### config.mk
export PLATFORM = sky130hd
export DESIGN_NAME = inst_mem_loader
export DESIGN_NICKNAME = d
export VERILOG_FILES = /design/src/rtl/inst_mem_loader_pkg.sv /design/src/rtl/byte_assembler.sv /design/src/rtl/inst_mem_loader.sv
export SDC_FILE = /design/constraint.sdc
export NUM_CORES = 1
export LEC_CHECK = 0
export CAP_MARGIN = 5
export CORE_ASPECT_RATIO = 1.75
export CORE_UTILIZATION = 54
export DETAILED_ROUTE_END_ITERATION = 16
export PLACE_DENSITY = 0.84
export SYNTH_ARGS = -nofsm -noshare
export SYNTH_HDL_FRONTEND = slang
export SYNTH_SLANG_ARGS = --single-unit
### constraint.sdc
create_clock -name clk -period 2.4 [get_ports clk]
set_input_delay 0.36 -clock clk [delete_from_list [all_inputs] [get_ports clk]]
set_output_delay 0.36 -clock clk [all_outputs]
set_load 0.01 [all_outputs]
### src/rtl/inst_mem_loader_pkg.sv
// Shared constants for the instruction memory loader: FSM encodings, word geometry, halt marker.
package inst_mem_loader_pkg;

  localparam int unsigned BYTES_PER_WORD = 4;
  localparam int unsigned BYTE_W         = 8;
  localparam int unsigned CNT_W          = 2;

  localparam logic [31:0] HALT_INSTR_DEFAULT = 32'hFFFF_FFFF;

  localparam logic [1:0] ST_IDLE = 2'd0;
  localparam logic [1:0] ST_LOAD = 2'd1;
  localparam logic [1:0] ST_DONE = 2'd2;

endpackage

### src/rtl/byte_assembler.sv
// Collects big-endian bytes into a word; word_out/word_valid present the word combinationally
// in the cycle the final byte arrives so the parent can register the write on that same edge.
module byte_assembler
  import inst_mem_loader_pkg::*;
#(
  parameter int unsigned DATA_WIDTH = 32
) (
  input  logic                  clk,
  input  logic                  reset,
  input  logic                  clear,
  input  logic [BYTE_W-1:0]     byte_in,
  input  logic                  byte_valid,
  output logic [DATA_WIDTH-1:0] word_out,
  output logic                  word_valid
);

  localparam int unsigned SHIFT_W = DATA_WIDTH - BYTE_W;

  logic [SHIFT_W-1:0] shift;
  logic [CNT_W-1:0]   byte_cnt;
  logic               last_byte;

  assign last_byte  = (byte_cnt == CNT_W'(BYTES_PER_WORD - 1));
  assign word_valid = byte_valid && !clear && last_byte;
  assign word_out   = {shift, byte_in};

  // clear has priority over a byte arriving in the same cycle
  always_ff @(posedge clk) begin
    if (reset || clear) begin
      shift    <= '0;
      byte_cnt <= '0;
    end else if (byte_valid) begin
      if (last_byte) begin
        shift    <= '0;
        byte_cnt <= '0;
      end else begin
        shift    <= {shift[SHIFT_W-BYTE_W-1:0], byte_in};
        byte_cnt <= byte_cnt + CNT_W'(1);
      end
    end
  end

endmodule

### src/rtl/inst_mem_loader.sv
// Fills instruction memory from the UART byte stream and holds the CPU until the program is loaded.
// Optional LOADER_CHECKSUM_EN adds an XOR checksum of every written word.
module inst_mem_loader
  import inst_mem_loader_pkg::*;
#(
  parameter int unsigned ADDR_BITS  = 32,
  parameter int unsigned DATA_WIDTH = 32,
  parameter int unsigned MEM_DEPTH  = 256,
  parameter logic [DATA_WIDTH-1:0] HALT_INSTR = DATA_WIDTH'(HALT_INSTR_DEFAULT)
) (
  input  logic                  clk,
  input  logic                  reset,
  input  logic                  load_start,
  input  logic [BYTE_W-1:0]     rx_data,
  input  logic                  rx_done,
  output logic                  wr_en,
  output logic [ADDR_BITS-1:0]  wr_addr,
  output logic [DATA_WIDTH-1:0] wr_data,
  output logic                  cpu_hold,
  output logic                  load_done,
  output logic                  overflow
`ifdef LOADER_CHECKSUM_EN
  ,output logic [DATA_WIDTH-1:0] checksum
`endif
);

  logic [1:0]            state, state_nxt;
  logic [ADDR_BITS-1:0]  word_ptr, word_ptr_nxt;
  logic                  overflow_nxt;
  logic                  wr_en_nxt;
  logic [ADDR_BITS-1:0]  wr_addr_nxt;
  logic [DATA_WIDTH-1:0] wr_data_nxt;
  logic [DATA_WIDTH-1:0] word;
  logic                  word_valid;
  logic                  ptr_last;

  // bytes only count while loading; load_start drops any partial word
  byte_assembler #(.DATA_WIDTH(DATA_WIDTH)) u_asm (
    .clk        (clk),
    .reset      (reset),
    .clear      (load_start),
    .byte_in    (rx_data),
    .byte_valid (rx_done && (state == ST_LOAD)),
    .word_out   (word),
    .word_valid (word_valid)
  );

  assign ptr_last = (word_ptr == ADDR_BITS'(MEM_DEPTH - 1));

  always_ff @(posedge clk) begin
    if (reset) begin
      state     <= ST_IDLE;
      word_ptr  <= '0;
      overflow  <= 1'b0;
      wr_en     <= 1'b0;
      wr_addr   <= '0;
      wr_data   <= '0;
      load_done <= 1'b0;
      cpu_hold  <= 1'b1;
    end else begin
      state     <= state_nxt;
      word_ptr  <= word_ptr_nxt;
      overflow  <= overflow_nxt;
      wr_en     <= wr_en_nxt;
      wr_addr   <= wr_addr_nxt;
      wr_data   <= wr_data_nxt;
      load_done <= (state_nxt == ST_DONE);
      cpu_hold  <= !((state_nxt == ST_DONE) && !overflow_nxt);
    end
  end

  always_comb begin
    state_nxt    = state;
    word_ptr_nxt = word_ptr;
    overflow_nxt = overflow;
    wr_en_nxt    = 1'b0;
    wr_addr_nxt  = wr_addr;
    wr_data_nxt  = wr_data;
    case (state)
      ST_IDLE, ST_DONE: begin
        if (load_start) begin
          state_nxt    = ST_LOAD;
          word_ptr_nxt = '0;
          overflow_nxt = 1'b0;
        end
      end
      ST_LOAD: begin
        if (load_start) begin
          word_ptr_nxt = '0;
          overflow_nxt = 1'b0;
        end else if (word_valid) begin
          wr_en_nxt    = 1'b1;
          wr_addr_nxt  = word_ptr;
          wr_data_nxt  = word;
          word_ptr_nxt = word_ptr + ADDR_BITS'(1);
          // halt wins over full: a halt in the last slot is a clean finish
          if (word == HALT_INSTR) begin
            state_nxt = ST_DONE;
          end else if (ptr_last) begin
            state_nxt    = ST_DONE;
            overflow_nxt = 1'b1;
          end
        end
      end
      default: state_nxt = ST_IDLE;
    endcase
  end

`ifdef LOADER_CHECKSUM_EN
  always_ff @(posedge clk) begin
    if (reset || load_start) begin
      checksum <= '0;
    end else if (wr_en_nxt) begin
      checksum <= checksum ^ wr_data_nxt;
    end
  end
`endif

endmodule

==> results of run 1 <==
## layer usage
metal	vias up	share of wire (%)
li1	2492	-
met1	2506	35
met2	263	54
met4	0	4.6
met3	75	5.8
met5	-	0
## through the flow
| step | util, % | area, um^2 | hold slack (ns) |
|---|---|---|---|
| after detailed placement | 65.9 | 6280 | 0.445 |
| after global routing | 72.4 | 6900 | 0.382 |
| after CTS | 72.4 | 6900 | 0.369 |
| after global placement | 65.9 | 6280 | 0.442 |
| after floorplan | - | 5330 | 0.440 |
| final | 72.4 | 6900 | 0.386 |
## cell families (layout without fill, tap and decap cells)
group           Yosys count  after routing
simple gates            315            315
compound gates          154            154
flops                   128            128
buf+inv                  57            140
xor+xnor                  5              5
fa+ha+maj                 2              2
mux                       1              1
## state kept, by name (all words and copies together), names as in the netlist, 2 cells and up
signal          cells
state               2
u_asm.byte_cnt      2
word_ptr           32
u_asm.shift        24
wr_data            32
wr_addr            32
## where the power goes
part	total (W)	internal, W	switching, W
Combinational	0.000123	0.0000414	0.0000819
Clock	0.00269	0.00172	0.000967
Sequential	0.00214	0.00213	0.00000925
Total	0.00495	0.00389	0.00106
## critical path: stages (launching register included)
cell and delay, ns:
dfxtp_1 0.45, nand4_1 0.21, or4_1 0.73, or4_1 0.55
a21oi_1 0.17
## final cells by class
cell class | count | area [um^2] | share of cell area [%]
clock buffers | 20 | 467 | 6.76
repair buffers | 103 | 991 | 14.4
clock inverters | 12 | 156 | 2.27
multi-input cells | 477 | 2550 | 37.0
inverters | 5 | 18.8 | 0.272
flip-flops and latches | 128 | 2560 | 37.1
well taps | 122 | 153 | 2.21
## final timing paths
path          startpoint           end  slack (ns)  depth (start not counted)
max          word_ptr[5]  word_ptr[20]        0.22                          4
min                reset      overflow        0.39                          3
max reg2reg  word_ptr[5]  word_ptr[20]        0.22                          4
min reg2reg  wr_data[26]   wr_data[26]        0.46                          2
## cells in the final DEF (no fill, tap or decap), types with 3 or more instances in the layout
master           synthesis  final
nand2_1                168    167
nand2b_1                 3      3
nand3b_1                25     25
and3_1                   3      3
clkdlybuf4s50_1          0     78
buf_4                    0     22
clkinvlp_4               0      4
nor4_1                  12     12
clkbuf_16                0     17
or3_1                    8      8
o21ai_0                  7      7
o211ai_1                 3      3
a31oi_1                  3      3
nand3_1                 16     16
a21oi_1                110    110
o31ai_1                 13     13
or3b_2                   3      3
or4_1                   16     16
and4_1                   4      4
nor2_1                  10      9
dfxtp_1                128    128
inv_1                    4      4
clkbuf_8                 0      3
xnor2_1                  3      3
nor3_1                   9      9
bufinv_16                0      3
nand4_1                 26     26
==> impl_metrics.csv, run 1 <==
group,metric,value,unit
placement,gp_congestion,0.911,
finish,layoutNonFillerInstCount,867,
clock_network,clock-root-buffer,"clkbuf_16",
setup_path,crit_path_end_kind,"flop",
power,vdd.ir_drop.worst,0.000723,V
finish,layout-drive-gt1-share,9.40,%
yosys,synth_adder_area_share,0.469,%
finish,fillCellCount,745,
yosys,synth.avg_cell_area,8.05,um^2
drt,vias,5336,
setup_path,timing.critical_path.arrival,2.52,ns
sta,finalSetupViolCount,0,
yosys,synth_xor_xnor_area_share,0.821,%
yosys,postSynthNetCount,676,
job,max_cap_violations,0,
placement,placement.setup.worst_slack,0.251,ns
clock_network,clock_insertion_delay_worst_skew,0.41,ns
placement,post-dp-hpwl,10.1,mm
drt,route.detailed.drc,0,
power,power_density_of_the_placed_cells,717,nW/um^2
drt,finalWirelength,15.0,mm
floorplan,num_rows,47,
floorplan,start_util,56.0,%
floorplan,die_width,77.1,um
finish,area_growth_syn_to_layout,29.5,%
placement,post-place-cells,835,
grt,overflow_left_after_global_routing,0,
sta,timing_worst_slew_pin_value,0.697,ns
yosys,synth_top_cells_by_count,"nand2_1 (168), dfxtp_1 (128), a21oi_1 (110)",
drt,avgRoutedWirePerCell,17.3,um
yosys,synth.distinct_cells,50,
drt,antenna_violating_nets_post_route,0,
grt,met3_usage,6.03,%
grt,first_global_vias,5113,
yosys,synth_simple_gate_area_share,29.8,%
clock_network,cts_tree,"yes",
drt,detailedRoute.firstIterationViolations,294,
floorplan,floorplan.die_area,10300,um^2
grt,grt_most_used_layer,"met2",
floorplan,io_pins,80,
power,p_leak,2.20,nW
setup_path,cp.required,2.74,ns
yosys,synth_compound_area_share,16.4,%
run_status,outcome,"finished, final reports clean",
yosys,synth-edff-count,0,
yosys,synth.area.mux_share,0.211,%
floorplan,core,9530,um^2
yosys,synthesis.yosys.warnings,0,
yosys,ys_seq_area_share,48.1,%
clock_network,clkSinkCount,128,
sta,period_needed,2.18,ns
sta,final_max_slew_viol_count,0,
drt,first_pass_iters,6,
grt,track_usage,30.3,%
placement,io_buffers,79,
floorplan,die_h,133,um
sta,grt_setup_unrepaired,"no",
clock_network,holdBufCountCts,0,
sta,final.setup.worst_slack,0.218,ns
yosys,post_synth_instance_area,5330,um^2
grt,grt_first_pass_wirelength,24.3,mm
min_path,hp-class,"input pin to flop",
setup_path,critical_path_peak_fanout,10,
yosys,yosys_reg_bits,128,
yosys,synth_top_family_by_area,"simple AND/OR/NAND/NOR gates",
finish,num-nets-final,746,
yosys,synth_area_leader_cell,"dfxtp_1",
sta,final.period_utilization,90.9,%
setup_path,worstSetupPathType,"flop to flop",
yosys,synth_largest_type_area_fraction,48.1,%
yosys,yosys-top-cells-area,"dfxtp_1 (48%), nand2_1 (12%), a21oi_1 (10%), nand3b_1 (3.5%), nand4_1 (3.1%)",
grt,initial_antenna_violation_count,0,
yosys,synth_top_flop_cell,"dfxtp_1",
clock_network,cts_buffers,17,
setup_path,crit_path_start_kind,"flop",
sta,hold_violations,0,
sta,maximum_achievable_frequency,458,MHz
clock_network,post_cts_resize_count,0,
yosys,asyncSetResetFlopFracSynth,0,%
grt,grt_use_met2,56.4,%
finish,antennaDiodeCount,0,
power,power,0.00495,W
sta,worst_clock_skew,0.00690,ns
yosys,dominant_cell_by_count_in_the_synthesized_netlist,"nand2_1",
yosys,synth_cells,662,
sta,setup_tns,0,ns
clock_network,clock_transition_at_the_registers_of_the_reported_paths,0.06,ns
grt,largest_net_degree_at_the_start_of_global_routing,69,
sta,slew_limit_headroom,53.6,%
grt,grt_use_met1,30.7,%
clock_network,clock_path_buffers,2,
clock_network,clock_tree.htree_level_count,4,
drt,routed_via_density,6.15,
clock_network,post-cts-setup-buffer-count,0,
No activity file was read; power rests on OpenSTA's default activity.
==> run 2: changes to the inputs <==
--- a/config.mk
+++ b/config.mk
@@ -12,4 +12,5 @@
 export PLACE_DENSITY = 0.84
 export SYNTH_ARGS = -nofsm -noshare
 export SYNTH_HDL_FRONTEND = slang
+export SYNTH_HIERARCHICAL = 1
 export SYNTH_SLANG_ARGS = --single-unit
==> run 2 against run 1 <==
  * Clock power fell by 4%
  * Critical path depth is 6 higher
  * Sequential share of layout area up 0.60 points
  * Setup slack got worse by 0.011 ns
  * Power down 2.0%
  * Count of clock-buffer cells in the layout increased by 4
  * Routed wire length is 10% lower
  * Synthesized cell count is 4.5% lower
  * Global-route usage fell by 3.3 points
==> impl_metrics.csv, run 2 <==
group,metric,value,unit
grt,track_usage,27.0,%
yosys,synth.avg_cell_area,8.41,um^2
power,vdd.ir_drop.worst,0.000580,V
drt,detailedRoute.firstIterationViolations,263,
yosys,synth_largest_type_area_fraction,48.2,%
drt,vias,4792,
grt,overflow_left_after_global_routing,0,
placement,post-dp-hpwl,9.08,mm
grt,first_global_vias,4742,
floorplan,die_h,133,um
yosys,yosys_reg_bits,128,
clock_network,clock-root-buffer,"clkbuf_16",
yosys,synth_top_cells_by_count,"nand2_1 (143), dfxtp_1 (128), a21oi_1 (76)",
setup_path,timing.critical_path.slowest_stage_cell,"dfxtp_1",
finish,layout_common_cells,"nand2_1 (143), dfxtp_1 (128), clkdlybuf4s50_1 (78)",
clock_network,clock_path_buffers,2,
yosys,synthesis.yosys.warnings,6,
min_path,worstHoldStart,"reset",
yosys,dominant_cell_by_count_in_the_synthesized_netlist,"nand2_1",
floorplan,num_rows,47,
sta,timing_worst_slew_pin_value,0.685,ns
clock_network,clock_insertion_delay_worst_skew,0.41,ns
yosys,synth_cells,632,
yosys,asyncSetResetFlopFracSynth,0,%
min_path,min_delay_path_depth,3,
placement,io_buffers,79,
finish,layout-drive-gt1-share,11.0,%
setup_path,cp.required,2.69,ns
yosys,synth_compound_area_share,14.3,%
min_path,hold-path-endpoint,"word_ptr[5]",
placement,placement.setup.worst_slack,-0.128,ns
setup_path,crit_chain,"ha_1 -> nand2_1 -> nor2_2 -> buf_4 -> and4bb_2 -> nand2_1 -> clkinv_1 -> nor2_1 -> buf_12 -> nor2_1",
power,power,0.00485,W
yosys,synth.area.mux_share,0.188,%
clock_network,clock_transition_at_the_registers_of_the_reported_paths,0.05,ns
setup_path,worstSetupPathType,"flop to flop",
sta,slew_limit_headroom,53.9,%
sta,grt_setup_unrepaired,"no",
yosys,ys_seq_area_share,48.2,%
drt,first_pass_iters,5,
finish,mostFrequentLayoutCell,"nand2_1",
sta,worst_clock_skew,0.00760,ns
drt,finalWirelength,13.5,mm
clock_network,cts_buffers,17,
placement,gp_congestion,0.940,
sta,hold_violations,0,
clock_network,holdBufCountCts,0,
min_path,hp-class,"input pin to flop",
drt,routed_via_density,5.75,
floorplan,die_width,77.0,um
setup_path,timing.critical_path.arrival,2.48,ns
drt,antenna_violating_nets_post_route,0,
finish,area_growth_syn_to_layout,27.7,%
finish,reg.largest.list,"word_ptr (32), wr_addr (32), wr_data (32)",
yosys,postSynthNetCount,646,
grt,initial_antenna_violation_count,0,
drt,route.detailed.drc,0,
setup_path,crit_path_end_kind,"flop",
finish,fillCellCount,769,
power,power_density_of_the_placed_cells,715,nW/um^2
sta,final_max_slew_viol_count,0,
sta,maximum_achievable_frequency,456,MHz
floorplan,floorplan.die_area,10300,um^2
finish,num-nets-final,714,
clock_network,post-cts-setup-buffer-count,0,
sta,period_needed,2.19,ns
grt,largest_net_degree_at_the_start_of_global_routing,65,
drt,avgRoutedWirePerCell,16.2,um
yosys,synth_adder_area_share,0.471,%
setup_path,critPathMaxStageDelay,0.32,ns
yosys,yosys-top-cells-area,"dfxtp_1 (48%), nand2_1 (10%), a21oi_1 (7.2%), nand3b_1 (3.4%), a21oi_2 (3.3%)",
floorplan,start_util,55.8,%
yosys,post_synth_instance_area,5320,um^2
yosys,synth_xor_xnor_area_share,3.62,%
clock_network,clock_tree.htree_level_count,4,
setup_path,setup.reg_to_reg.worst_slack,0.21,ns
floorplan,io_pins,80,
yosys,synth_simple_gate_area_share,27.7,%
sta,setup_tns,0,ns
yosys,synth.distinct_cells,46,
sta,finalSetupViolCount,0,
setup_path,crit_path_start_kind,"flop",
yosys,synth_top_family_by_area,"simple AND/OR/NAND/NOR gates",
yosys,synth_area_leader_cell,"dfxtp_1",
power,p_leak,2.26,nW
clock_network,cts_tree,"yes",
setup_path,regToRegEndpoint,"word_ptr[14]",
setup_path,r2r-start,"u_asm/byte_cnt[0]",
sta,final.period_utilization,91.4,%
job,max_cap_violations,0,
setup_path,critical_path_peak_fanout,22,
floorplan,core,9530,um^2
clock_network,post_cts_resize_count,0,
finish,antennaDiodeCount,0,
sta,final.setup.worst_slack,0.207,ns
grt,grt_first_pass_wirelength,21.9,mm
clock_network,clkSinkCount,128,
yosys,synth-edff-count,0,
setup_path,worst-r2r-cell-count,10,
run_status,outcome,"finished, final reports clean",
yosys,synth_top_flop_cell,"dfxtp_1",
## run 2: cell types whose count changed after synthesis, moves of 8 or more
cell      previous run  this run
nor2_1              10        31
nand4_1             26        18
o31ai_1             13         2
or4_1               16         1
a21oi_2              0        20
buf_4                0         8
clkbuf_1            42        28
a21oi_1            110        76
xor2_1               2        16
nand2b_1             3        27
nand2_1            168       143
## run 2: metal layers
layer  track usage (%)  wire, um  up-vias
li1                  -         -     2283
met1              25.5      4930     2309
met2              52.5      7660      162
met3              6.58       532       38
met4              13.4       405        0
met5                 0         0        -
## run 2: cells by family after synthesis
| kind of cell | count (synthesis) |
|---|---|
| and+or+nand+nor | 294 |
| xor gates and xnor gates | 22 |
| adders and majority gates | 2 |
| DFF | 128 |
| AOI/OAI and AO/OA | 126 |
| muxes | 1 |
| buffers and inverters | 59 |
## run 2: critical path: cells and delay by family (launching register included)
family / cells / cell delay, ns
AND/OR/NAND/NOR: 6 / 1.02
buffers and inverters: 3 / 0.50
flip-flops: 1 / 0.32
adder cells (fa/ha/maj): 1 / 0.22
## run 2: report_power, final
part           switching, W  internal (W)  total [W]
Sequential       0.00000614       0.00213    0.00214
Combinational     0.0000769     0.0000474   0.000124
Clock              0.000864       0.00173    0.00259
## run 2: through the flow
| step | hold WS (ns) | cells | area (um^2) | util (%) |
|---|---|---|---|---|
| finish | 0.297 | 833 | 6790 | 71.3 |
| global placement | 0.441 | 803 | 6190 | 65.0 |
| floorplan | 0.445 | 632 | 5320 | - |
| detailed placement | 0.446 | 803 | 6190 | 65.0 |
| global route | 0.303 | 833 | 6790 | 71.3 |
| CTS | 0.282 | 833 | 6790 | 71.3 |
## run 2: area by class of cell
type	count	area (um^2)	share of cell area (%)
multi-input cells	445	2460	36.3
flip-flops and latches	128	2560	37.7
repair buffers	101	988	14.6
clock buffers	24	492	7.24
inverters	7	26.3	0.387
well taps	122	153	2.25
clock inverters	6	105	1.55
## run 2: how the worst max path moves through the flow
stage	startpoint	endpoint	slack [ns]	depth (start not counted)
after global placement	rx_done	word_ptr[0]	-0.05	11
after floorplan	state[0]	word_ptr[6]	0.03	11
after global routing	u_asm/byte_cnt[0]	word_ptr[14]	0.07	10
after detailed placement	rx_done	word_ptr[14]	-0.13	11
after CTS	u_asm/byte_cnt[0]	word_ptr[14]	0.24	10
final	u_asm/byte_cnt[0]	word_ptr[14]	0.21	10
==> run 3: changes to the inputs <==
--- a/config.mk
+++ b/config.mk
@@ -6,7 +6,6 @@
 export NUM_CORES = 1
 export LEC_CHECK = 0
 export CAP_MARGIN = 5
-export CORE_ASPECT_RATIO = 1.75
 export CORE_UTILIZATION = 54
 export DETAILED_ROUTE_END_ITERATION = 16
 export PLACE_DENSITY = 0.84
==> run 3 against run 2 <==
  * Routed wire length decreased by 6.4%
  * Clock skew decreased by 0.00096 ns
  * Combinational power about the same
  * Final area increased by 0.31%
  * Highest routed layer unchanged
  * Final cell count increased by 1.1%
  * Setup slack improved by 0.14 ns
  * Critical endpoint is now state[0]
  * Maximum frequency increased by 7.0%
  * Worst hold slack got worse by 0.045 ns
  * Critical path depth decreased by 5
  * Clock power increased by 6%
  * Global-route usage decreased by 0.64 points
  * First-iteration DRC count decreased by 0.76%
==> impl_metrics.csv, run 3 (same netlist as run 2, synthesis figures left out) <==
group,metric,value,unit
power,p_switching,0.00102,W
setup_path,crit_path_start_kind,"flop",
setup_path,crit_chain,"nor4_1 -> nand4_1 -> nor4_1 -> a21oi_1 -> o221a_2",
drt,finalWirelength,12.7,mm
drt,first_pass_iters,5,
floorplan,die_h,101,um
floorplan,io_pins,80,
drt,avgRoutedWirePerCell,15.0,um
finish,layout-drive-gt1-share,11.6,%
clock_network,post_cts_resize_count,0,
sta,hold_violations,0,
floorplan,floorplan.die_area,10200,um^2
finish,finalInstanceArea,6810,um^2
setup_path,timing.critical_path.slowest_stage_cell,"nor4_1",
floorplan,die_width,101,um
finish,fillCellCount,729,
placement,post-dp-hpwl,8.42,mm
power,p_sw_share,20.3,%
setup_path,critical_path.top_delay_family,"simple AND/OR/NAND/NOR gates",
drt,route.detailed.drc,0,
clock_network,clock-root-buffer,"clkbuf_8",
sta,final.setup.worst_slack,0.351,ns
grt,initial_antenna_violation_count,0,
setup_path,critPathMaxStageDelay,0.51,ns
grt,overflow_left_after_global_routing,0,
clock_network,clkSinkCount,128,
min_path,hp-class,"input pin to flop",
finish,layout_common_cells,"nand2_1 (143), dfxtp_1 (128), clkdlybuf4s50_1 (78)",
power,p_int,0.00399,W
clock_network,clock_tree.htree_level_count,4,
setup_path,timing.critical_path.mode_cell,"nor4_1",
drt,antenna_violating_nets_post_route,0,
finish,area_growth_syn_to_layout,28.1,%
power,share_comb_of_total_power,2.4,%
sta,worst_clock_skew,0.00664,ns
setup_path,worst-path-buf-inv,0,
power,power_density_of_the_placed_cells,735,nW/um^2
placement,placement.setup.worst_slack,-0.0954,ns
floorplan,num_rows,35,
finish,reg.largest.list,"word_ptr (32), wr_addr (32), wr_data (32)",
setup_path,crit_path_end_kind,"flop",
sta,maximum_achievable_frequency,488,MHz
clock_network,clock_insertion_delay_worst_skew,0.52,ns
sta,slew_limit_headroom,64.6,%
sta,final_max_slew_viol_count,0,
setup_path,critical_path_peak_fanout,7,
clock_network,clock_path_buffers,2,
clock_network,holdBufCountCts,0,
placement,io_buffers,79,
power,p_leak,2.25,nW
grt,largest_net_degree_at_the_start_of_global_routing,55,
grt,track_usage,26.3,%
sta,hold_ws,0.252,ns
sta,period_needed,2.05,ns
placement,gp_congestion,0.872,
placement,placed_area,6170,um^2
sta,grt_setup_unrepaired,"no",
clock_network,cts_tree,"yes",
finish,num-nets-final,715,
sta,finalSetupViolCount,0,
floorplan,core,9370,um^2
run_status,outcome,"finished, final reports clean",
setup_path,cp.required,2.80,ns
power,vdd.ir_drop.worst,0.000577,V
setup_path,worstSetupPathType,"flop to flop",
sta,final.period_utilization,85.4,%
sta,timing_worst_slew_pin_value,0.531,ns
drt,routed_via_density,5.56,
grt,first_global_vias,4520,
clock_network,cts_buffers,17,
finish,antennaDiodeCount,0,
power,clock_power_share,54.9,%
setup_path,timing.critical_path.arrival,2.45,ns
drt,vias,4685,
grt,grt_first_pass_wirelength,21.3,mm
clock_network,clock_transition_at_the_registers_of_the_reported_paths,0.06,ns
drt,detailedRoute.firstIterationViolations,261,
sta,setup_tns,0,ns
power,sequential_share_of_power,42.7,%
floorplan,start_util,56.7,%
job,max_cap_violations,0,
clock_network,post-cts-setup-buffer-count,0,
finish,mostFrequentLayoutCell,"nand2_1",
==> run 3: cell count changes in the layout (fill, tap and decap cells not counted), moves of 3 or more <==
cell        change
buf_12          -3
clkbuf_1        -3
clkinvlp_4      +4
buf_4           +4
==> run 3: power groups by stage <==
| stage | combinational, W | clock, W | sequential, W |
|---|---|---|---|
| 2_1_floorplan | 0.0000899 | 0 | 0.00218 |
| 6_report | 0.000121 | 0.00275 | 0.00214 |
| 3_5_place_dp | 0.000119 | 0 | 0.00218 |
| 4_1_cts | 0.000120 | 0.00278 | 0.00214 |
| 5_1_grt | 0.000130 | 0.00287 | 0.00214 |
| 3_3_place_gp | 0.000115 | 0 | 0.00218 |
==> run 3: final cells by class <==
cell class / instances / area (um^2) / share of cell area (%)
flip-flops and latches: 128 / 2560 / 37.6
multi-input cells: 445 / 2460 / 36.2
repair buffers: 102 / 958 / 14.1
clock buffers: 18 / 428 / 6.28
clock inverters: 13 / 211 / 3.10
well taps: 129 / 161 / 2.37
inverters: 7 / 26.3 / 0.386
==> run 3: path summary, 6_finish.rpt <==
path	end	depth (start not counted)	startpoint	slack, ns
min	word_ptr[6]	2	reset	0.25
max reg2reg	state[0]	5	word_ptr[8]	0.35
max	state[0]	5	word_ptr[8]	0.35
min reg2reg	wr_data[16]	2	wr_data[16]	0.45
==> run 3: stage by stage <==
step	instances	total power, W	utilization (%)
2_1_floorplan	632	0.00227	-
6_report	842	0.00501	72.7
4_1_cts	842	0.00504	72.7
3_3_place_gp	811	0.00230	65.9
5_1_grt	842	0.00513	72.7
3_5_place_dp	811	0.00230	65.9
==> run 3: layer usage <==
| layer | vias to the layer above | global-route usage (%) | wire [um] |
|---|---|---|---|
| met2 | 137 | 47.7 | 6660 |
| met1 | 2249 | 30.8 | 5220 |
| met5 | - | 0 | 0 |
| met4 | 0 | 7.92 | 158 |
| li1 | 2283 | - | - |
| met3 | 16 | 6.21 | 628 |
==> run 3: worst reg2reg max path: cells and delay by family, from the launching register on <==
kind / cells / cell delay [ns]
flip-flops: 1 / 0.37
AND/OR/NAND/NOR: 3 / 1.15
AO/OA/AOI/OAI: 2 / 0.41
